### src/rtl/alu_pkg.sv
// Shared types and command decode helpers for the bit-serial ALU.
package alu_pkg;

   typedef enum logic [2:0] {
      CMD_ADD  = 3'd0,
      CMD_SUB  = 3'd1,
      CMD_XOR  = 3'd2,
      CMD_SLT  = 3'd3,
      CMD_AND  = 3'd4,
      CMD_NAND = 3'd5,
      CMD_NOR  = 3'd6,
      CMD_OR   = 3'd7
   } alu_cmd_e;

   typedef enum logic [1:0] {
      ST_IDLE = 2'd0,
      ST_RUN  = 2'd1,
      ST_DONE = 2'd2
   } state_e;

   // Subtract-style commands add ~b with a carry-in of 1.
   function automatic logic cmd_inverts_b(input alu_cmd_e cmd);
      return (cmd == CMD_SUB) || (cmd == CMD_SLT);
   endfunction

   // Commands whose carry/overflow flags are meaningful.
   function automatic logic cmd_is_arith(input alu_cmd_e cmd);
      return (cmd == CMD_ADD) || (cmd == CMD_SUB) || (cmd == CMD_SLT);
   endfunction

endpackage

### src/rtl/alu_bit_cell.sv
// One-bit combinational ALU slice: full adder plus bitwise logic select.
module alu_bit_cell
   import alu_pkg::*;
(
   input  logic     a_i,
   input  logic     b_i,
   input  logic     cin_i,
   input  logic     invtb_i,
   input  alu_cmd_e command_i,
   output logic     bit_o,
   output logic     sum_o,
   output logic     cout_o
);

   logic b1;

   assign b1     = b_i ^ invtb_i;
   assign sum_o  = a_i ^ b1 ^ cin_i;
   assign cout_o = (a_i & b1) | (cin_i & (a_i ^ b1));

   // Result bit selection; logic ops see the uninverted b.
   always_comb begin
      bit_o = sum_o;
      case (command_i)
         CMD_XOR:  bit_o = a_i ^ b_i;
         CMD_AND:  bit_o = a_i & b_i;
         CMD_NAND: bit_o = ~(a_i & b_i);
         CMD_NOR:  bit_o = ~(a_i | b_i);
         CMD_OR:   bit_o = a_i | b_i;
         default:  bit_o = sum_o;
      endcase
   end

endmodule

### src/rtl/alu_serial.sv
// Bit-serial ALU: one operand bit per clock, LSB first, valid/ready on both sides.
module alu_serial
   import alu_pkg::*;
#(
   parameter int unsigned WIDTH = 32
) (
   input  logic             clk,
   input  logic             rst_n,
   input  logic             in_valid_i,
   output logic             in_ready_o,
   input  logic [2:0]       command_i,
   input  logic [WIDTH-1:0] a_i,
   input  logic [WIDTH-1:0] b_i,
   output logic             out_valid_o,
   input  logic             out_ready_i,
   output logic [WIDTH-1:0] result_o,
   output logic             carryout_o,
   output logic             overflow_o,
   output logic             zero_o
);

   localparam int unsigned CW = $clog2(WIDTH);
   localparam logic [CW-1:0] LAST = CW'(WIDTH - 1);

   state_e           state_q, state_d;
   logic [CW-1:0]    cnt_q, cnt_d;
   logic [WIDTH-1:0] a_q, a_d, b_q, b_d, res_q, res_d;
   alu_cmd_e         cmd_q, cmd_d;
   logic             carry_q, carry_d, zacc_q, zacc_d;
   logic             cout_q, cout_d, ovf_q, ovf_d, zero_q, zero_d;
   logic             in_ready_q, in_ready_d, out_valid_q, out_valid_d;

   logic cell_bit, cell_sum, cell_cout, slt_bit;

   alu_bit_cell u_cell (
      .a_i       (a_q[0]),
      .b_i       (b_q[0]),
      .cin_i     (carry_q),
      .invtb_i   (cmd_inverts_b(cmd_q)),
      .command_i (cmd_q),
      .bit_o     (cell_bit),
      .sum_o     (cell_sum),
      .cout_o    (cell_cout)
   );

   // Sign of a-b corrected by overflow, valid on the MSB step.
   assign slt_bit = cell_sum ^ (carry_q ^ cell_cout);

   // Next-state, datapath step and final flag computation.
   always_comb begin
      state_d     = state_q;
      cnt_d       = cnt_q;
      a_d         = a_q;
      b_d         = b_q;
      cmd_d       = cmd_q;
      carry_d     = carry_q;
      zacc_d      = zacc_q;
      res_d       = res_q;
      cout_d      = cout_q;
      ovf_d       = ovf_q;
      zero_d      = zero_q;
      case (state_q)
         ST_IDLE: begin
            if (in_valid_i) begin
               state_d = ST_RUN;
               a_d     = a_i;
               b_d     = b_i;
               cmd_d   = alu_cmd_e'(command_i);
               carry_d = cmd_inverts_b(alu_cmd_e'(command_i));
               zacc_d  = 1'b0;
               cnt_d   = '0;
            end
         end
         ST_RUN: begin
            a_d     = a_q >> 1;
            b_d     = b_q >> 1;
            carry_d = cell_cout;
            zacc_d  = zacc_q | cell_bit;
            res_d   = {cell_bit, res_q[WIDTH-1:1]};
            cnt_d   = cnt_q + CW'(1);
            if (cnt_q == LAST) begin
               state_d = ST_DONE;
               cnt_d   = '0;
               cout_d  = cmd_is_arith(cmd_q) & cell_cout;
               ovf_d   = cmd_is_arith(cmd_q) & (carry_q ^ cell_cout);
               if (cmd_q == CMD_SLT) begin
                  res_d  = WIDTH'(slt_bit);
                  zero_d = ~slt_bit;
               end else begin
                  zero_d = ~(zacc_q | cell_bit);
               end
            end
         end
         ST_DONE: begin
            if (out_ready_i) state_d = ST_IDLE;
         end
         default: state_d = ST_IDLE;
      endcase
      in_ready_d  = (state_d == ST_IDLE);
      out_valid_d = (state_d == ST_DONE);
   end

   // State and output registers.
   always_ff @(posedge clk or negedge rst_n) begin
      if (!rst_n) begin
         state_q     <= ST_IDLE;
         cnt_q       <= '0;
         a_q         <= '0;
         b_q         <= '0;
         cmd_q       <= CMD_ADD;
         carry_q     <= 1'b0;
         zacc_q      <= 1'b0;
         res_q       <= '0;
         cout_q      <= 1'b0;
         ovf_q       <= 1'b0;
         zero_q      <= 1'b0;
         in_ready_q  <= 1'b1;
         out_valid_q <= 1'b0;
      end else begin
         state_q     <= state_d;
         cnt_q       <= cnt_d;
         a_q         <= a_d;
         b_q         <= b_d;
         cmd_q       <= cmd_d;
         carry_q     <= carry_d;
         zacc_q      <= zacc_d;
         res_q       <= res_d;
         cout_q      <= cout_d;
         ovf_q       <= ovf_d;
         zero_q      <= zero_d;
         in_ready_q  <= in_ready_d;
         out_valid_q <= out_valid_d;
      end
   end

   assign in_ready_o  = in_ready_q;
   assign out_valid_o = out_valid_q;
   assign result_o    = res_q;
   assign carryout_o  = cout_q;
   assign overflow_o  = ovf_q;
   assign zero_o      = zero_q;

endmodule

### config.mk
export PLATFORM = sky130hd
export DESIGN_NAME = alu_serial
export DESIGN_NICKNAME = d
export VERILOG_FILES = /design/src/rtl/alu_pkg.sv /design/src/rtl/alu_bit_cell.sv /design/src/rtl/alu_serial.sv
export SDC_FILE = /design/constraint.sdc
export NUM_CORES = 1
export LEC_CHECK = 0
export CAP_MARGIN = 20
export CORE_ASPECT_RATIO = 0.9
export CORE_MARGIN = 5
export CORE_UTILIZATION = 25
export CTS_CLUSTER_SIZE = 14
export DETAILED_ROUTE_END_ITERATION = 12
export PLACE_DENSITY = 0.52
export SETUP_SLACK_MARGIN = 0.1
export SYNTH_ARGS = -nofsm -noshare
export SYNTH_HDL_FRONTEND = slang
export SYNTH_SLANG_ARGS = --single-unit
export TNS_END_PERCENT = 100
### constraint.sdc
create_clock -name clk -period 1.89 [get_ports clk]
set_input_delay 0.378 -clock clk [delete_from_list [all_inputs] [get_ports clk]]
set_output_delay 0.378 -clock clk [all_outputs]
set_load 0.01 [all_outputs]
==> run summary <==
=====================================================================================================
Outcome                                                                                  finished, final reports clean
Synth Area in XOR/XNOR                                                                       0.005296
Simple logic cell fraction of the synthesized area                                             0.1776
Gate count of the mapped netlist                                                                  514
Mux cell area share after synthesis                                                           0.01286
Count of final setup violators                                                                      0
Remaining Overflow, GRT                                                                             0
Pre-CTS setup slack                                                                          17.37 ps
Number of buffers created by CTS                                                                   17
IR Drop Worst-Case VDD                                                                      0.5664 mV
Fill cell count                                                                                  1934
Max-cap violation count                                                                             0
Area growth syn-to-layout                                                                      40.93%
Clock tree from TritonCTS                                                                        done
Post-route fraction of the period consumed by the critical path                                0.9216
Post-synth net total                                                                              591
Sequential cell area                                                                     0.002829 sq mm
Number of nets in the final layout                                                                698
First-pass iteration count of the detailed router                                                   4
Number of top-level design ports                                                                  108
Vias                                                                                             3999
Total number of H-tree levels                                                                       4
Worst setup EP type                                                                              flop
Netlist cell types                                                                                 36
Arr. time, crit path                                                                          2050 ps
Leakage                                                                                      3.119 nW
Clock network latency to the later pin of the worst-skew pair                                  410 ps
Post-synthesis compound-gate area fraction                                                     0.1667
Wirelength, routed                                                                       12930 microns
Proportion of layout cells with a drive suffix above 1                                        0.09984
Power, Total                                                                                 11.02 mW
Hold crit path type                                                                          in2async
Power density normalized to cell area                                                    1576 mW/mm^2
Post-route ant nets                                                                                 0
Number of antenna violations at the first check in global routing                                   0
Setup_tns                                                                                        0 ps
Cell chosen for the clock root                                                           sky130_fd_sc_hd__clkbuf_16
Slew @ Worst Pin                                                                             455.0 ps
Largest net degree at the start of global routing                                                 101
Core area                                                                                0.01934 sq mm
Syn Std Cell Area                                                                        0.004961 sq mm
Horiz. Die Dim                                                                           158.5 microns
Sequential cell area fraction in the yosys report                                              0.5702
Synthesis Warnings                                                                                  0
Yosys reg bits                                                                                    113
Hold violation count in the final report                                                            0
Count of buffers added by post-CTS timing repair for setup                                          0
Crit path setup slack, layout                                                                148.2 ps
Via count of the first global-routing pass                                                       4212
Post-detailed-route via-to-cell ratio                                                           4.539
Number of inserted diodes                                                                           0
Most used flip-flop cell after synthesis                                                 sky130_fd_sc_hd__dfrtp_1
Clock transition at the registers of the reported paths                                         50 ps
Final HPWL from detailed placement                                                       8814 microns
Unrepaired setup endpoints after global routing                                                   yes
Max-slew headroom                                                                              0.6966
Standard-cell rows                                                                                 48
Launch instance of the worst register-to-register path                                       cmd_q[2]
Final Util                                                                                     0.3615
Clock buffer depth                                                                                  2
Total Routing Usage GR                                                                         0.1205
Wire length of the first global-routing pass                                             21580 microns
Drc violations                                                                                      0
Clock Skew                                                                                   19.32 ps
Die outline height                                                                       143.6 microns
Fraction of synthesis flops using an asynchronous set or reset pin                              1.000
Detailed router's first-iteration violation count                                                 310
Critical path start-end classification                                                        reg2reg
Critical Path RT                                                                              2190 ps
Port Buffer Count                                                                                 107
Number of enable-type register cells in the synthesized netlist                                     0
Highest clock rate                                                                          574.1 MHz
Critical path peak fanout                                                                           3
Placer Congestion                                                                              0.7346
Main combinational cell family by area after synthesis                                   simple AND/OR/NAND/NOR gates
Clock tree sinks                                                                                  113
Initial core utilization                                                                       0.2565
Post-synthesis share of cell area spent on full adders, half adders and majority gates        0.01816
Minimum clock period                                                                          1742 ps
Launching element of the worst setup path                                                    cmd_q[2]
Final worst hold slack                                                                       433.2 ps
Average wire per cell in the routed design                                               14.68 microns
Pins over their slew limit                                                                          0
Syn Area/Cell                                                                             9.652 sq um
Area of the die                                                                          0.02277 sq mm
Area used by multi-input combinational logic                                             0.001939 sq mm
Critical path startpoint category                                                                flop
=====================================================================================================
-- power breakdown --
part,leakage [nW],switching [mW],internal [mW],total (mW)
logic,1.48,1.74,1.90,3.65
registers,1.35,0.727,3.51,4.23
clock network,0.291,1.06,2.08,3.14
total,3.12,3.53,7.49,11.0
-- registers in the layout, indices dropped and copies added, names as in the netlist --
| register | count |
|---|---|
| zero_o | 1 |
| state_q | 2 |
| zacc_q | 1 |
| in_ready_o | 1 |
| carryout_o | 1 |
| carry_q | 1 |
| result_o | 32 |
| out_valid_o | 1 |
| b_q | 32 |
| cmd_q | 3 |
| cnt_q | 5 |
| overflow_o | 1 |
| a_q | 32 |
-- stage by stage --
stage,area (sq um),std cells
after detailed placement,6352,851
after global placement,6352,851
final,6992,881
after global routing,6992,881
after floorplan,4961,514
after CTS,6954,881
-- what timing repair did --
action                                  CTS  global route
pin swaps                                 0             4
endpoints found under the setup margin    3            25
gates resized for setup                   5            10
hold buffers                              1             0
hold endpoints to repair                 23             0
-- worst max-delay path, stage by stage, from the launching register on --
cell and delay (ps):
sky130_fd_sc_hd__dfrtp_1 370, sky130_fd_sc_hd__nand2b_4 150, sky130_fd_sc_hd__xnor2_2 180, sky130_fd_sc_hd__fa_1 450
sky130_fd_sc_hd__a21oi_2 200, sky130_fd_sc_hd__mux2i_4 110, sky130_fd_sc_hd__a21o_1 180
-- final cells by class --
type | instances | share of cell area
multi-input combinational | 356 | 0.2774
tap | 250 | 0.04474
inverter | 7 | 0.003758
clock inverter | 6 | 0.01145
timing repair buffer | 126 | 0.1868
sequential | 113 | 0.4046
clock buffer | 23 | 0.07122
-- cell usage after synthesis (2+ instances only) --
library cell	instances	area share
sky130_fd_sc_hd__buf_6	3	0.0068
sky130_fd_sc_hd__buf_2	24	0.024
sky130_fd_sc_hd__nand2_1	134	0.10
sky130_fd_sc_hd__ha_1	4	0.010
sky130_fd_sc_hd__o21ai_0	13	0.013
sky130_fd_sc_hd__xnor2_1	2	0.0035
sky130_fd_sc_hd__dfrtp_1	112	0.56
sky130_fd_sc_hd__a31oi_1	60	0.076
sky130_fd_sc_hd__inv_1	7	0.0053
sky130_fd_sc_hd__nor2_2	2	0.0025
sky130_fd_sc_hd__nor2_1	64	0.048
sky130_fd_sc_hd__clkbuf_1	5	0.0038
sky130_fd_sc_hd__fa_1	2	0.0081
sky130_fd_sc_hd__nor3_1	3	0.0030
sky130_fd_sc_hd__nand3_1	2	0.0020
sky130_fd_sc_hd__buf_4	6	0.0091
sky130_fd_sc_hd__a21oi_1	9	0.0091
sky130_fd_sc_hd__mux2_2	3	0.0068
sky130_fd_sc_hd__mux2i_1	3	0.0061
sky130_fd_sc_hd__nor2b_1	4	0.0050
sky130_fd_sc_hd__nand2b_1	7	0.0088
sky130_fd_sc_hd__a22o_1	31	0.055
-- path summary, 6_finish.rpt --
path	slack (ps)	endpoint	cells past startpoint
max in group asynchronous	800	in_ready_o	3
worst max-delay path	150	zero_o	6
worst min register to register	490	result_o[0]	2
min in group clk	490	result_o[0]	2
worst min-delay path	430	a_q[17]	2
worst max register to register	150	zero_o	6
-- per-layer routing --
metal	part of all wire	global-route usage	vias to the layer above	wire length, microns
met3	0.059	0.04336	8	766
met5	0	0	-	0
met2	0.46	0.1842	87	5955
met1	0.47	0.1603	1938	6097
li1	-	-	1966	-
met4	0.0087	0.03770	0	113
-- cells in the final DEF (no fill, tap or decap), drive strengths merged, types with 4 or more instances in the layout --
cell	n
clkbuf	23
nand2b	7
a22o	31
a31oi	60
inv	7
a21oi	10
nor2	66
buf	19
nor2b	4
ha	4
dfrtp	112
clkdlybuf4s50	99
clkinv	4
nand2	134
dlymetal6s2s	6
o21ai	14
-- logic make-up (layout without fill, tap and decap cells) --
group | count (synthesis) | count (layout)
multiplexers | 6 | 6
XOR/XNOR | 3 | 3
AO/OA/AOI/OAI | 121 | 121
buffers and inverters | 45 | 162
flip-flops | 113 | 113
adder cells (fa/ha/maj) | 6 | 6
AND/OR/NAND/NOR | 220 | 220
Power figures use the tool's default switching activity.
